[config.mk]
export PLATFORM = sky130hd
export DESIGN_NAME = div_unit
export DESIGN_NICKNAME = d
export VERILOG_FILES = /design/src/rtl/div_unit.sv
export SDC_FILE = /design/constraint.sdc
export NUM_CORES = 1
export LEC_CHECK = 0
export ABC_AREA = 1
export BUFFER_PORTS_ARGS = -buffer_cell sky130_fd_sc_hd__buf_2
export CORE_ASPECT_RATIO = 1.75
export CORE_MARGIN = 4
export CORE_UTILIZATION = 45
export CTS_CLUSTER_SIZE = 25
export DETAILED_ROUTE_END_ITERATION = 8
export HOLD_SLACK_MARGIN = 0.12
export SYNTH_ARGS = -nofsm -noshare
export SYNTH_HDL_FRONTEND = slang
export SYNTH_SLANG_ARGS = --single-unit
[constraint.sdc]
create_clock -name clk -period 6 [get_ports clk]
set_clock_uncertainty 0.2 [all_clocks]
set_input_delay 0.6 -clock clk [delete_from_list [all_inputs] [get_ports clk]]
set_output_delay 0.6 -clock clk [all_outputs]
set_load 0.01 [all_outputs]
[src/rtl/div_unit.sv]
// Iterative radix-2 restoring divider for RV32M DIV/DIVU/REM/REMU.
// One quotient bit per CALC cycle; divide-by-zero and signed overflow
// are resolved in the launch cycle and skip straight to DONE.
module div_unit #(
  parameter int unsigned XLEN  = 32,
  parameter int unsigned ITERS = XLEN
) (
  input  logic            clk,
  input  logic            rst_n,
  input  logic            start,
  input  logic [1:0]      op,
  input  logic [XLEN-1:0] operand_a,
  input  logic [XLEN-1:0] operand_b,
  input  logic            flush,
  output logic            busy,
  output logic            done,
  output logic [XLEN-1:0] result
);

  localparam int unsigned     CW   = $clog2(ITERS) + 1;
  localparam logic [CW-1:0]   LAST = CW'(ITERS - 1);
  localparam logic [XLEN-1:0] MINV = {1'b1, {(XLEN-1){1'b0}}};

  typedef enum logic [1:0] {
    S_IDLE,
    S_CALC,
    S_DONE
  } state_t;

  state_t state, state_nxt;

  logic            is_rem, neg_q, neg_r;
  logic [XLEN-1:0] dvsr, rem, quo, res_q;
  logic [CW-1:0]   count;

  // launch-cycle decode
  logic            sgn, a_neg, b_neg, div_zero, ovf, special, launch;
  logic [XLEN-1:0] a_mag, b_mag, special_res;

  // one restoring step
  logic [XLEN:0]   rem_sh, diff;
  logic            take;
  logic [XLEN-1:0] rem_nxt, quo_nxt, q_out, r_out, fin_res;

  // Operand magnitudes, sign bookkeeping and special-case results at launch
  always_comb begin
    sgn         = ~op[0];
    a_neg       = sgn & operand_a[XLEN-1];
    b_neg       = sgn & operand_b[XLEN-1];
    a_mag       = a_neg ? ('0 - operand_a) : operand_a;
    b_mag       = b_neg ? ('0 - operand_b) : operand_b;
    div_zero    = (operand_b == '0);
    ovf         = sgn & (operand_a == MINV) & (operand_b == '1);
    special     = div_zero | ovf;
    special_res = '0;
    if (div_zero) begin
      special_res = op[1] ? operand_a : '1;
    end else if (ovf) begin
      special_res = op[1] ? '0 : MINV;
    end
    launch      = (state == S_IDLE) & start & ~flush;
  end

  // Shift {rem,quo} left, trial-subtract the divisor with a guard bit, restore on borrow
  always_comb begin
    rem_sh  = {rem, quo[XLEN-1]};
    diff    = rem_sh - {1'b0, dvsr};
    take    = ~diff[XLEN];
    rem_nxt = take ? diff[XLEN-1:0] : rem_sh[XLEN-1:0];
    quo_nxt = {quo[XLEN-2:0], take};
    q_out   = neg_q ? ('0 - quo_nxt) : quo_nxt;
    r_out   = neg_r ? ('0 - rem_nxt) : rem_nxt;
    fin_res = is_rem ? r_out : q_out;
  end

  // State register
  always_ff @(posedge clk or negedge rst_n) begin
    if (!rst_n) state <= S_IDLE;
    else        state <= state_nxt;
  end

  // Next-state logic; flush overrides everything but reset
  always_comb begin
    state_nxt = state;
    if (flush) begin
      state_nxt = S_IDLE;
    end else begin
      unique case (state)
        S_IDLE:  if (start) state_nxt = special ? S_DONE : S_CALC;
        S_CALC:  if (count == LAST) state_nxt = S_DONE;
        S_DONE:  state_nxt = S_IDLE;
        default: state_nxt = S_IDLE;
      endcase
    end
  end

  // Datapath registers; result only updates on the final step or a special case
  always_ff @(posedge clk or negedge rst_n) begin
    if (!rst_n) begin
      is_rem <= 1'b0;
      neg_q  <= 1'b0;
      neg_r  <= 1'b0;
      dvsr   <= '0;
      rem    <= '0;
      quo    <= '0;
      count  <= '0;
      res_q  <= '0;
    end else if (launch) begin
      is_rem <= op[1];
      neg_q  <= a_neg ^ b_neg;
      neg_r  <= a_neg;
      dvsr   <= b_mag;
      if (special) begin
        res_q <= special_res;
      end else begin
        rem   <= '0;
        quo   <= a_mag;
        count <= '0;
      end
    end else if (state == S_CALC && !flush) begin
      rem   <= rem_nxt;
      quo   <= quo_nxt;
      count <= count + 1'b1;
      if (count == LAST) res_q <= fin_res;
    end
  end

  assign busy   = (state == S_CALC);
  assign done   = (state == S_DONE);
  assign result = res_q;

endmodule

==> results.md, run 1 <==
* Sequential fraction of the synthesis area at 0.266
* Netlist cell types at 50
* I/O Buffers at 103
* Routed vias at around 14000
* Seq cells post-synth at 139
* Core Box Area at 0.0286 mm²
* Nets at roughly 2300
* Fmax at 0.203 GHz
* Area contributors post-synth: dfrtp_1 27%, nand2_1 19%, inv_1 9.6%
* Mapped Area at 0.0131 mm²
* Unrepaired setup endpoints after global routing: false
* Most common cell after layout, fill and taps aside: nand2_1
* Die width at 137 µm
* Cell count after placement at ~2600
* FF-to-FF path depth at 28
* Post-layout util at 0.508
* FFs w/ async S/R, synth at 1.00
* Outcome: finished clean
* Die area at 0.0319 mm²
* Worst Hold Class: reg -> reg
* Clk Latency, worst-skew pair at 440 ps
* H-tree depth at 4
* Critical path capture point type: flip-flop
* Number of flops mapped to enable cells by yosys at 0
* Cts bufs inserted at 17
* Post-Synthesis Cells at 2144
* CP dominant cell by count: nand2_1
* Final min period at 4920 ps
* Share of cells above drive strength 1 at 0.112
* Post-route insts no fill at 2605
* Most frequent cells in the layout: 675 x nand2_1, 335 x inv_1, 161 x nand3_1, 160 x nor2_1, 144 x o21ai_0
* CTS resizes at 0
* Post-synth top flop: dfrtp_1
* Antenna cell count at 0
* CTS tree: built
* HP Start: result[2]
* Pins over their slew limit at 0
* Final setup viols at 0
* Crit path max fanout at 12
* Hold Fails Final Rpt at 0
* Max cap viols at 0
* Largest net degree at the start of global routing at 89
* Yosys Warn Count at 0
* # IOs at between 100 and 150
* Final instance area at approximately 0.015 mm²
* Vias in the first global route at around 13000
* Hold Path Cell Cnt at 2
* Vias per inst at 5.32
* Hold Path End: result[2]
* Slowest-stage cell, CP: nor4_1
* Placed instance area at between 0.01 and 0.015 mm²
* Die Span Y at 233 µm
* R2R setup slack at 1080 ps
* Layout Area Growth over Synthesis at 11.3%
* GR Overflow Total at 0
* Mean Syn Cell Area at a little over 6 µm²
* Root cell of the clock tree: clkbuf_16
* Area share of the largest cell type after synthesis at 0.266
* Clock Pin Slew Worst Setup and Hold Paths at 60 ps
* Critical Path AT at ~5100 ps
* # DRC at 0
* R2R Path Start: quo[31]
* Clk buf depth at 2
* Leakage power at 7.73 nW
* Clock sink total at 139
* HPWL Detailed at 36800 µm
* Antenna violations before repair at 0
* Fin crit share at 0.820
* Setup bufs post-CTS at 0
* Syn Nets at 2253
* Setup TNS at 0 ps
* ANT nets after route at 0
* First-pass GRT wire length at between 70000 and 80000 µm
* Initial DRC Count at 843
* CP Class: reg -> reg
* WL final at about 47000 µm
* Pre-antenna DRT Iters at 8
* Initial Utilization at 0.456
* Slew @ Worst Pin at 957 ps
* WP data required at 6140 ps
* Total Routing Usage GR at 0.298
* Std-Cell Rows at 82
* Hold_buf cts at 1
* Critical Path Start Type: flip-flop
* Peak VDD IR at about 0.27 mV
* GP Congestion at roughly 1
* Pwr dens at 613 mW/mm²
* Max incr delay on CP at ~450 ps
* Reg2reg end: result[30]
* Area leader, netlist: dfrtp_1
* Max_slew headroom at 0.360
* Wire length per cell at 17.9 µm
[metrics by stage]
step                total power, mW  setup WS, ps  hold slack [ps]
floorplan                      6.03          1760              104
global placement               7.61          1160              258
detailed placement             7.64          1090              261
CTS                            8.89          1060              278
global route                   9.80           489              303
finish                         8.91          1080              276
[logic make-up after synthesis]
kind of cell / Yosys count / synth area share
adders and majority gates: 39 / 0.0379
xor gates and xnor gates: 61 / 0.0409
AOI/OAI and AO/OA: 322 / 0.141
buffers and inverters: 419 / 0.125
DFF: 139 / 0.266
and+or+nand+nor: 1164 / 0.389
[Yosys cell counts (2+ instances only)]
cell and number:
inv_2 12, nand2_4 9, o21ai_0 144, a211oi_1 12
o221ai_1 6, o31ai_1 2, o41ai_1 2, nor2_4 8
buf_4 5, a21oi_4 3, buf_2 7, nor3_2 5
nand4_1 29, nand3b_1 8, a21oi_2 3, buf_1 6
inv_1 335, clkbuf_1 45, nor2_1 161, o21ai_1 14
ha_1 38, a21oi_1 64, nor2_2 8, nor4_1 8
and2_1 2, nand2_2 35, dfrtp_1 139, o22ai_1 51
nand2_1 677, o21ai_2 2, xnor2_1 14, nor3_1 38
a21o_1 2, nand3_1 162, xor2_1 47, a31oi_1 7
or2_2 4, nand3_2 6, buf_6 4, o211ai_1 6
clkinv_1 5
[worst max-delay path, delay by kind of cell (launching register included)]
family / cells / cell delay (ps)
AO/OA/AOI/OAI: 4 / 640
flip-flops: 1 / 360
AND/OR/NAND/NOR: 18 / 2520
adder cells (fa/ha/maj): 3 / 760
XOR/XNOR: 1 / 160
buffers and inverters: 2 / 170
[power breakdown]
group          switching [mW]  leakage [nW]  internal (mW)
Clock                   0.434         0.317          0.771
Sequential              0.275          1.78           1.29
Combinational            4.28          5.64           1.86
Total                    4.99          7.73           3.92
[how the worst max path moves through the flow]
stage / end / from
after global routing: result[30] / quo[31]
after CTS: result[30] / quo[31]
after global placement: result[30] / quo[31]
after floorplan: result[30] / quo[31]
after detailed placement: result[30] / quo[31]
final: result[30] / quo[31]
[registers in the layout, indices dropped and copies added, names as in the netlist]
| signal | flops |
|---|---|
| neg_r | 1 |
| is_rem | 1 |
| quo | 32 |
| dvsr | 32 |
| result | 32 |
| neg_q | 1 |
| state | 2 |
| count | 6 |
| rem | 32 |
[routing by layer]
| layer | track usage | share of wire | vias to the layer above |
|---|---|---|---|
| li1 | - | - | 6975 |
| met1 | 0.322 | 0.37 | 6394 |
| met2 | 0.528 | 0.51 | 376 |
| met3 | 0.0345 | 0.039 | 122 |
| met4 | 0.217 | 0.084 | 0 |
| met5 | 0 | 0 | - |
[layout make-up]
cell class	instances	area, µm²
multi-input combinational	1586	7970
tap	378	473
sequential	139	3480
clock inverter	10	188
timing repair buffer	118	637
inverter	352	1320
clock buffer	22	474
fill	3120	14100
Note: power is estimated with default switching activity, not from simulation.
==> run 2, diff against run 1 <==
Settings changed: ABC_AREA 1 to 0, PLACE_DENSITY set to 0.65.
Clock period 6 ns to 4.35 ns, I/O delays scaled along.
==> results.md, run 2 <==
* ANT nets after route at 0
* Hold Path Cell Cnt at 3
* Clk Latency, worst-skew pair at 440 ps
* CTS tree: built
* Antenna cell count at 0
* Max incr delay on CP at 510 ps
* Most numerous cell in the Yosys netlist: nand2_1
* Clock sink total at about 140
* Pre-antenna DRT Iters at 5
* Die width at 130 µm
* # DRC at 0
* Std-Cell Rows at 78
* Routed vias at 12100
* Synth cell count leaders: 201 x nand2_1, 157 x o21ai_0, 139 x dfrtp_1
* Pins over their slew limit at 0
* Pwr Total at 10.7 mW
* Post-route insts no fill at 1986
* Total Routing Usage GR at 0.291
* HP Start: operand_b[12]
* Nets at 1763
* Worst Hold Class: in -> reg
* Cts bufs inserted at 17
* Slew @ Worst Pin at between 1000 and 1500 ps
* Die area at 0.0288 mm²
* Hold Fails Final Rpt at 0
* R2R Path Start: dvsr[0]
* Post-layout util at 0.542
* Critical Path Start Type: flip-flop
* Yosys Warn Count at 0
* H-tree depth at 4
* Crit path max fanout at 5
* Pwr dens at 762 mW/mm²
* Share of cells above drive strength 1 at 0.190
* Reg2reg end: result[12]
* Area contributors post-synth: dfrtp_1 30%, o21ai_0 6.7%, nand2_1 6.4%
* Unrepaired setup endpoints after global routing: true
* GP Congestion at 0.923
* Critical Path AT at 4380 ps
* CP Class: reg -> reg
* Clock Pin Slew Worst Setup and Hold Paths at 60 ps
* HPWL Detailed at 33200 µm
* # IOs at 104
* Post-Synthesis Cells at 1502
* Final setup viols at 0
* Clk buf depth at 2
* I/O Buffers at 103
* Number of flops mapped to enable cells by yosys at 0
* Initial Utilization at 0.454
* First-pass GRT wire length at 64900 µm
* Final min period at between 4000 and 5000 ps
* Most frequent cells in the layout: 200 x nand2_1, 151 x o21ai_0, 139 x dfrtp_1, 119 x nor2_1
* Seq cells post-synth at 139
* Mapped Area at between 0.01 and 0.015 mm²
* Worst hold slack at between 100 and 150 ps
* Critical path capture point type: flip-flop
* FF-to-FF path depth at 19
* GR Overflow Total at 0
* Placed instance area at 0.0131 mm²
* Mean Syn Cell Area at 7.82 µm²
* Core Box Area at about 0.026 mm²
* Netlist cell types at 86
* R2R setup slack at 100 ps
* Fin crit share at 0.977
* Final instance area at around 0.014 mm²
* Antenna violations before repair at 0
* FFs w/ async S/R, synth at 1.00
* WP data required at ~4500 ps
* Cell count after placement at 1945
* Peak VDD IR at 0.474 mV
* Leakage power at 6.05 nW
* Area share of the largest cell type after synthesis at 0.296
* Post-synth top flop: dfrtp_1
* Die Span Y at 222 µm
* Max_slew headroom at 0.319
* Crit-path cells: ha_4, inv_2, fa_2, nand3_2, a211o_1, a211o_1, a21oi_4, o21a_4, nor2_8, clkinv_4, ha_4, or4b_4, buf_6, o31a_1, xor2_1, o221ai_2, nor2_1, a21oi_1, o21ai_1
* Area leader, netlist: dfrtp_1
* Outcome: finished clean
* Hold Path End: dvsr[12]
* Root cell of the clock tree: clkbuf_16
* Fmax at 0.235 GHz
* Wire length per cell at 21.2 µm
* Vias in the first global route at 11900
* Most common cell after layout, fill and taps aside: nand2_1
* Slowest-stage cell, CP: or4b_4
* Syn Nets at 1611
* Sequential fraction of the synthesis area at 0.296
* Largest net degree at the start of global routing at 87
* Layout Area Growth over Synthesis at 19.5%
* WL final at 42200 µm
* Initial DRC Count at 750
* Max cap viols at 0
* Vias per inst at 6.11
==> run 2: cells by family (layout without fill, tap and decap cells) <==
group,after synthesis,in the layout,share of synthesized area
adders and majority gates,39,39,0.0422
buffers and inverters,142,306,0.0495
DFF,139,139,0.296
AOI/OAI and AO/OA,489,489,0.265
and+or+nand+nor,525,525,0.216
muxes,41,41,0.0357
xor gates and xnor gates,127,127,0.0948
==> run 2: layer usage <==
layer / routed length [µm] / vias up / part of all wire / GRT usage
li1: - / 5770 / - / -
met2: 21400 / 410 / 0.51 / 0.498
met3: 1930 / 143 / 0.046 / 0.0427
met1: 15100 / 5811 / 0.36 / 0.317
met4: 3750 / 0 / 0.089 / 0.217
met5: 0 / - / 0 / 0
==> run 2: stage by stage <==
| stage | setup WS (ps) | setup TNS [ps] |
|---|---|---|
| finish | 100 | 0 |
| global placement | -21.7 | -21.7 |
| floorplan | 3.40 | 0 |
| detailed placement | -75.3 | -75.3 |
| global route | -114 | -503 |
| CTS | 7.43 | 0 |
==> run 2: worst max-delay path, delay by kind of cell (launching register included) <==
family,cells,cell delay (ps)
buffers and inverters,3,310
adder cells (fa/ha/maj),3,550
XOR/XNOR,1,160
AO/OA/AOI/OAI,8,1780
flip-flops,1,410
AND/OR/NAND/NOR,4,730
==> run 2: worst max path at each step <==
stage	end	startpoint	slack (ps)	depth (start not counted)
global route	result[14]	quo[31]	-110	21
global placement	result[12]	quo[31]	-20	20
floorplan	result[30]	quo[31]	3	21
detailed placement	result[12]	quo[31]	-80	20
CTS	result[31]	quo[31]	7	15
finish	result[12]	dvsr[0]	100	19
==> run 2: what timing repair did <==
item                                   CTS  global route
setup endpoints to repair                6            19
pin swaps                                0            21
buffers inserted                         0             7
resized for setup                        3            48
gates cloned                             0             0
hold buffers                             3             0
endpoints found under the hold margin   86             0
==> run 2: layout make-up <==
| type | count | area, µm² |
|---|---|---|
| fillers | 2477 | 11800 |
| flip-flops and latches | 139 | 3480 |
| well taps | 320 | 400 |
| clock buffers | 25 | 505 |
| multi-input cells | 1221 | 7930 |
| clock inverters | 6 | 61.3 |
| repair buffers | 220 | 1440 |
| inverters | 55 | 211 |
==> run 2: power breakdown <==
| part | switching [mW] | internal (mW) |
|---|---|---|
| Combinational | 4.29 | 2.96 |
| Sequential | 0.423 | 1.59 |
| Clock | 0.575 | 0.856 |
